## src/rtl/riscv_pkg.sv

```systemverilog
// riscv_pkg: shared pipeline widths and writeback result-select encoding.
package riscv_pkg;

    localparam int XLEN   = 32;
    localparam int REG_AW = 5;

    typedef enum logic [1:0] {
        RES_ALU  = 2'b00,
        RES_MEM  = 2'b01,
        RES_PC4  = 2'b10,
        RES_RSVD = 2'b11
    } result_src_e;

endpackage

```

## src/rtl/regfile_2r1w.sv

```systemverilog
// regfile_2r1w: register storage, async clear, one sync write port, two raw combinational reads.
module regfile_2r1w #(
    parameter int XLEN  = 32,
    parameter int NREGS = 32,
    parameter int AW    = $clog2(NREGS)
) (
    input  logic            clk,
    input  logic            reset,
    input  logic            we,
    input  logic [AW-1:0]   wa,
    input  logic [XLEN-1:0] wd,
    input  logic [AW-1:0]   ra1,
    input  logic [AW-1:0]   ra2,
    output logic [XLEN-1:0] rd1,
    output logic [XLEN-1:0] rd2
);

    logic [XLEN-1:0] mem [NREGS];

    always_ff @(posedge clk or posedge reset) begin
        if (reset) begin
            for (int i = 0; i < NREGS; i++) mem[i] <= '0;
        end else if (we) begin
            mem[wa] <= wd;
        end
    end

    assign rd1 = mem[ra1];
    assign rd2 = mem[ra2];

endmodule

```

## src/rtl/wb_regfile.sv

```systemverilog
// wb_regfile: writeback result select, register file commit with write-through bypass, x0 masking.
module wb_regfile #(
    parameter int XLEN  = riscv_pkg::XLEN,
    parameter int NREGS = 32
) (
    input  logic            clk,
    input  logic            reset,
    input  logic            RegWriteW,
    input  logic [1:0]      ResultSrcW,
    input  logic [XLEN-1:0] ALUResultW,
    input  logic [XLEN-1:0] ReadDataW,
    input  logic [XLEN-1:0] PCPlus4W,
    input  logic [4:0]      RdW,
    input  logic [4:0]      A1D,
    input  logic [4:0]      A2D,
    output logic [XLEN-1:0] RD1D,
    output logic [XLEN-1:0] RD2D,
    output logic [XLEN-1:0] ResultW,
    output logic            IllegalSrcW
);

    import riscv_pkg::*;

    result_src_e     src;
    logic            commit;
    logic            rsvd_write;
    logic [XLEN-1:0] raw1;
    logic [XLEN-1:0] raw2;

    assign src = result_src_e'(ResultSrcW);

    always_comb begin
        ResultW = src == RES_ALU ? ALUResultW :
                  src == RES_MEM ? ReadDataW  :
                  src == RES_PC4 ? PCPlus4W   : '0;
    end

    // Commit qualifier deliberately excludes ResultW so the bypass select settles off the short path.
    assign rsvd_write = RegWriteW && src == RES_RSVD;
    assign commit     = RegWriteW && !reset && RdW != '0 && src != RES_RSVD;

    regfile_2r1w #(
        .XLEN  (XLEN),
        .NREGS (NREGS),
        .AW    (5)
    ) u_rf (
        .clk   (clk),
        .reset (reset),
        .we    (commit),
        .wa    (RdW),
        .wd    (ResultW),
        .ra1   (A1D),
        .ra2   (A2D),
        .rd1   (raw1),
        .rd2   (raw2)
    );

    always_comb begin
        RD1D = A1D == '0                  ? '0      :
               (commit && A1D == RdW)     ? ResultW : raw1;
        RD2D = A2D == '0                  ? '0      :
               (commit && A2D == RdW)     ? ResultW : raw2;
    end

    always_ff @(posedge clk or posedge reset) begin
        if (reset) IllegalSrcW <= 1'b0;
        else if (rsvd_write) IllegalSrcW <= 1'b1;
    end

endmodule

```

## config.mk

```make
export PLATFORM = sky130hd
export DESIGN_NAME = wb_regfile
export DESIGN_NICKNAME = d
export VERILOG_FILES = /design/src/rtl/riscv_pkg.sv /design/src/rtl/regfile_2r1w.sv /design/src/rtl/wb_regfile.sv
export SDC_FILE = /design/constraint.sdc
export NUM_CORES = 2
export LEC_CHECK = 0
export BUFFER_PORTS_ARGS = -buffer_cell sky130_fd_sc_hd__buf_2
export CORE_MARGIN = 2
export CORE_UTILIZATION = 55
export CTS_CLUSTER_DIAMETER = 40
export DETAILED_ROUTE_END_ITERATION = 6
export PLACE_DENSITY = 0.82
export SLEW_MARGIN = 20
export SYNTH_ARGS = -nofsm -noshare
export SYNTH_HDL_FRONTEND = slang
export SYNTH_SLANG_ARGS = --single-unit
export TNS_END_PERCENT = 1
```

## constraint.sdc

```tcl
create_clock -name clk -period 123.2 [get_ports clk]
set_input_delay 24.64 -clock clk [delete_from_list [all_inputs] [get_ports clk]]
set_output_delay 24.64 -clock clk [all_outputs]
set_load 0.01 [all_outputs]
```

-- After elaboration in Yosys (flattened, before gate mapping)
Cells that the tools add are included.
- bits in writable memories: 0
- bits in read-only memories: 0
- output and inout port bits: 97
- bits in registers: 1025
- bits in latches: 0
- memories kept: 0
- word-level logic and storage cells: 74
- input port bits: 116
- $mul: 0
- bitwise operators: 3
- reductions and logical operators: 12
- $lt $le $gt $ge: 4
- eq/ne operators: 6
- muxes and demuxes: 16
- divide/modulo/power cells: 0
- shift operators: 0
- $add $sub $neg: 0
- operator list (operator ; number):
    $bwmux 1024 ; 1
    $mux 32 ; 12
    $bmux 32 s5 ; 2
    $demux 32 s5 ; 1
    $ge 6x6->1 const B ; 3
    $not 5->6 ; 3
    $eq 5x5->1 ; 2
    $logic_not 5->1 ; 2
    $logic_and 1x1->1 ; 7
    $lt 6x1->1 const B ; 1
    $reduce_bool 5->1 ; 1
    $eq 2x2->1 const B ; 2
    $eq 2x1->1 const B ; 1
    $logic_not 2->1 ; 1
    $ne 2x2->1 const B ; 1
    $logic_not 1->1 ; 1

-- Logic depth before layout (Yosys ltp)
- depth after elaboration: 7
- depth in mapped cells: 10
- gate-level depth less buffers: 6

-- By module
A second synthesis with hierarchy kept.
- cell total of the unflattened synthesis: 4921
- area, all modules: 58382.2 um2
- by module, submodules not included (module ; times used ; area each (um2) ; seq. area each (um2) ; cells an instance):
    regfile_2r1w ; 1 ; 56221.4 ; 25624.6 ; 4606
    wb_regfile ; 1 ; 2160.8 ; 25.0 ; 315

-- Worst setup path before layout
Ideal clock, no wire load.
- path type: input port to output port
- from: input port reset
- to: output port RD2D[19]
- required time: 98560 ps
- setup slack: 49560 ps
- cell stages on the path: 8
- path buffers: 2
- arrival time: 49000 ps
- cell sequence: inv_1 and3_1 buf_4 o31ai_2 nor4_4 buf_4 nor3_1 a211oi_1
- word-level cells in the longest chain between the ends: 7
- ends and longest elaborated chain (what ; RTL line ; source):
    from (decl) ; wb_regfile.sv:7 ; input logic reset,
    $logic_not 1->1 (no source line) ; n/a ;
    $logic_and 1x1->1 (3 in a row) ; wb_regfile.sv:40 ; assign commit = RegWriteW && !reset && RdW != '0 && src != RES_RSVD;
    $logic_and 1x1->1 ; wb_regfile.sv:62 ; (commit && A2D == RdW) ? ResultW : raw2;
    $mux 32 ; wb_regfile.sv:62 ;
    $mux 32 ; wb_regfile.sv:61 ; RD2D = A2D == '0 ? '0 :
    to (decl) ; wb_regfile.sv:17 ; output logic [XLEN-1:0] RD2D,
No other way between the ends.

-- Final worst setup path
- from: input port reset
- to: output port RD2D[29]
The elaborated chain is that of the path after synthesis.

==> impl_metrics.prom <==
# TYPE chip_impl_metric gauge
chip_impl_metric{name="drc",unit=""} 3
chip_impl_metric{name="post-cts-setup-buffers",unit=""} 0
chip_impl_metric{name="routed_wirelength",unit="µm"} 182000
chip_impl_metric{name="first_global_vias",unit=""} 45000
chip_impl_metric{name="vdd.ir_drop.worst",unit="µV"} 12.8
chip_impl_metric{name="finalWorstPathRequiredPeriod",unit="ps"} 54200
chip_impl_metric{name="count_of_flip_flops_with_a_built_in_enable_after_synthesis",unit=""} 0
chip_impl_metric{name="fin_ws",unit="ps"} 69000
chip_impl_info{name="synth.cells.most_frequent",value="dfrtp_1, nor2_1, a21oi_1, mux4_2, clkbuf_1"} 1
chip_impl_metric{name="clkSlewWorstSetupHoldPaths",unit="ps"} 50
chip_impl_info{name="result_of_the_run",value="finished, violations left"} 1
chip_impl_info{name="critical_path.top_delay_family",value="simple AND/OR/NAND/NOR gates"} 1
chip_impl_metric{name="design.die.area",unit="mm²"} 0.0995
chip_impl_metric{name="placed_cells",unit=""} 6122
chip_impl_metric{name="timing.max_cap.violations",unit=""} 0
chip_impl_info{name="failed_checks",value="DRC"} 1
chip_impl_metric{name="dpl_cell_area",unit="mm²"} 0.0550
chip_impl_metric{name="clock_skew",unit="ps"} 0
chip_impl_metric{name="worst_ep_required_time",unit="ps"} 98560
chip_impl_metric{name="power_density",unit="mW/mm²"} 16.7
chip_impl_metric{name="dp_hpwl",unit="µm"} 97000
chip_impl_info{name="cell_type_with_the_highest_aggregate_area_in_the_netlist",value="dfrtp_1"} 1
chip_impl_metric{name="fp-row-count",unit=""} 114
chip_impl_metric{name="via_count",unit=""} 45100
chip_impl_metric{name="cp_num_buf_inv",unit=""} 4
chip_impl_metric{name="final_core_util",unit=""} 0.619
chip_impl_metric{name="grt_first_pass_wirelength",unit="µm"} 272000
chip_impl_metric{name="cp_data_arrival_time",unit="ps"} 29560
chip_impl_metric{name="grt_use_total",unit=""} 0.366
chip_impl_metric{name="final.period_utilization",unit=""} 0.440
chip_impl_metric{name="whs",unit="ps"} 401
chip_impl_metric{name="final_hold_viol_count",unit=""} 0
chip_impl_info{name="synth-main-ff-cell",value="dfrtp_1"} 1
chip_impl_metric{name="grt_start_max_net_pins",unit=""} 187
chip_impl_metric{name="clock_insertion_delay_worst_skew",unit="ps"} 730
chip_impl_metric{name="area_share_of_the_largest_cell_type_after_synthesis",unit=""} 0.481
chip_impl_info{name="yosys.cell_count.top_type",value="dfrtp_1"} 1
chip_impl_metric{name="ys_ff_latch",unit=""} 1025
chip_impl_metric{name="effective_utilization_at_floorplan",unit=""} 0.554
chip_impl_metric{name="vias_per_cell",unit=""} 7.08
chip_impl_metric{name="total_congestion_overflow_after_global_routing",unit=""} 0
chip_impl_metric{name="antenna_found_initial",unit=""} 5
chip_impl_metric{name="setup_total_negative_slack",unit="ps"} 0
chip_impl_info{name="startpoint_type",value="primary input"} 1
chip_impl_metric{name="synthesis.area_per_instance",unit="µm²"} 10.5
chip_impl_metric{name="synthesis.area",unit="mm²"} 0.0534
chip_impl_metric{name="timing.critical_path.fanout_max",unit=""} 92
chip_impl_metric{name="tightestPinTransition",unit="ps"} 1200
chip_impl_info{name="setup_repair_after_global_routing_missed_its_margin",value="no"} 1
chip_impl_metric{name="floorplan.core_area",unit="mm²"} 0.0964
chip_impl_info{name="hold_path.class",value="reg2reg"} 1
chip_impl_info{name="capturing_element_type_of_the_critical_path",value="output port"} 1
chip_impl_info{name="cp_common_cell",value="buf_2"} 1
chip_impl_metric{name="wl_per_cell",unit="µm"} 28.7
chip_impl_metric{name="detail_route.first_pass.iterations",unit=""} 7
chip_impl_metric{name="synth_sequential_area_ratio",unit=""} 0.481
chip_impl_metric{name="fmax",unit="MHz"} 18.5
chip_impl_metric{name="async_reset_ff_frac",unit=""} 1.00
chip_impl_metric{name="ant_nets",unit=""} 0
chip_impl_info{name="clock_tree_from_tritoncts",value="done"} 1
chip_impl_metric{name="synth-warning-count",unit=""} 0
chip_impl_metric{name="final_layout_size_suffix_gt1_frac",unit=""} 0.228
chip_impl_metric{name="finalNetCount",unit=""} 5098
chip_impl_info{name="cp_cell_sequence",value="buf_2 -> inv_8 -> and3_1 -> o31ai_2 -> nor4_4 -> buf_4 -> nor3_1 -> a211oi_1 -> buf_2"} 1
chip_impl_metric{name="dieHeight",unit="µm"} 316
chip_impl_metric{name="slew-limit-headroom",unit=""} 0.199
chip_impl_info{name="cts-root-buf",value="clkbuf_16"} 1
chip_impl_metric{name="dp_slack",unit="ps"} 69400
chip_impl_metric{name="power.total",unit="mW"} 0.997
chip_impl_metric{name="top_level_ports",unit=""} 213
chip_impl_metric{name="power_leakage",unit="nW"} 26.1
chip_impl_metric{name="postCtsHoldBufs",unit=""} 0
chip_impl_metric{name="floorplan.die.width",unit="µm"} 316
chip_impl_metric{name="dr.first_iter.drc_count",unit=""} 7678
chip_impl_metric{name="port_buffers",unit=""} 212
chip_impl_metric{name="syn-instance-count",unit=""} 5082
chip_impl_metric{name="cts_buffers",unit=""} 132
chip_impl_info{name="cp_slowest_cell",value="a211oi_1"} 1
chip_impl_metric{name="syn-num-nets",unit=""} 5198
chip_impl_metric{name="cts_max_path_buffers",unit=""} 3
chip_impl_metric{name="setup_viol",unit=""} 0
chip_impl_metric{name="clock_sink_count",unit=""} 1025
chip_impl_metric{name="clock_tree.htree_level_count",unit=""} 4
chip_impl_info{name="crit_type",value="in2out"} 1
chip_impl_metric{name="postCtsResizedCells",unit=""} 0
chip_impl_metric{name="timing_max_transition_violations_final",unit=""} 0
chip_impl_metric{name="critical-path-max-stage-delay",unit="ps"} 1010
chip_impl_metric{name="final_cell_area",unit="mm²"} 0.0597
chip_impl_metric{name="area.growth.synth_to_final",unit="%"} 11.8
chip_impl_metric{name="place_congestion",unit=""} 0.869
chip_impl_info{name="synth_area_leaders",value="dfrtp_1, mux4_2, a21oi_1, nor2_1, o21ai_0"} 1
chip_impl_metric{name="final_cells",unit=""} 6368
chip_impl_metric{name="post_synth_num_cell_types",unit=""} 46
## power by group
part	switching, mW	total [mW]	internal (mW)
Combinational	0.0920	0.171	0.0788
Clock	0.156	0.402	0.246
Sequential	0.0388	0.424	0.385
## cells by family after synthesis
logic type / synth area share
flip-flops: 0.481
AND/OR/NAND/NOR: 0.102
XOR/XNOR: 0.00164
multiplexers: 0.219
buffers and inverters: 0.0462
AO/OA/AOI/OAI: 0.151
## metal layers
| metal | vias up | share of wire | GRT usage |
|---|---|---|---|
| met1 | 22000 | 0.33 | 0.456 |
| met3 | 1043 | 0.15 | 0.137 |
| met2 | 3846 | 0.44 | 0.538 |
| met4 | 4 | 0.075 | 0.240 |
| met5 | - | 0.00024 | 0 |
| li1 | 18200 | - | - |
## cells in the final DEF, fill, tap and decap left out, types with 6 or more instances in the layout
cell / synthesis / layout
mux4_2: 382 / 382
mux2i_1: 167 / 167
mux2_2: 125 / 125
nand3_1: 9 / 7
a211oi_2: 15 / 15
o21ai_1: 13 / 13
o211ai_1: 63 / 63
buf_4: 15 / 107
a21oi_2: 0 / 30
nor2_4: 0 / 23
nand2b_2: 0 / 6
nor2_1: 824 / 801
o22ai_1: 186 / 186
inv_1: 35 / 34
dfrtp_1: 1025 / 1025
a21oi_1: 704 / 672
nand2_1: 365 / 362
a211oi_1: 18 / 18
o31a_1: 31 / 31
diode_2: 0 / 6
nor4_1: 63 / 63
nand3b_1: 6 / 6
nor3_1: 32 / 32
buf_2: 145 / 206
a22oi_1: 62 / 62
clkinv_2: 0 / 20
clkinv_4: 0 / 9
clkinvlp_4: 0 / 13
clkbuf_1: 372 / 14
o21ai_0: 341 / 341
clkbuf_16: 0 / 136
bufinv_16: 0 / 16
clkbuf_8: 0 / 14
inv_6: 0 / 11
## worst paths after layout
kind	from	endpoint	slack, ps	cells after the start
worst min-delay path	u_rf.mem[995]	u_rf.mem[995]	400	0
worst min register to register	u_rf.mem[995]	u_rf.mem[995]	400	0
min in group asynchronous	reset	u_rf.mem[447]	24010	2
max in group asynchronous	reset	u_rf.mem[239]	95470	6
worst max register to register	u_rf.mem[60]	u_rf.mem[60]	122340	2
worst max-delay path	reset	RD2D[29]	69000	9
## flip-flops by register name (all words and copies together), names as in the netlist
register / count
IllegalSrcW: 1
u_rf.mem: 1024
## final cells by class
| type | count | area (µm²) |
|---|---|---|
| Multi-Input combinational cell | 3464 | 25700 |
| Inverter | 35 | 139 |
| Timing Repair Buffer | 324 | 2020 |
| Tap cell | 1276 | 1600 |
| Clock inverter | 74 | 935 |
| Fill cell | 7152 | 36700 |
| Antenna cell | 6 | 15.0 |
| Sequential cell | 1025 | 25600 |
| Clock buffer | 164 | 3650 |
Power figures use the tool's default switching activity.
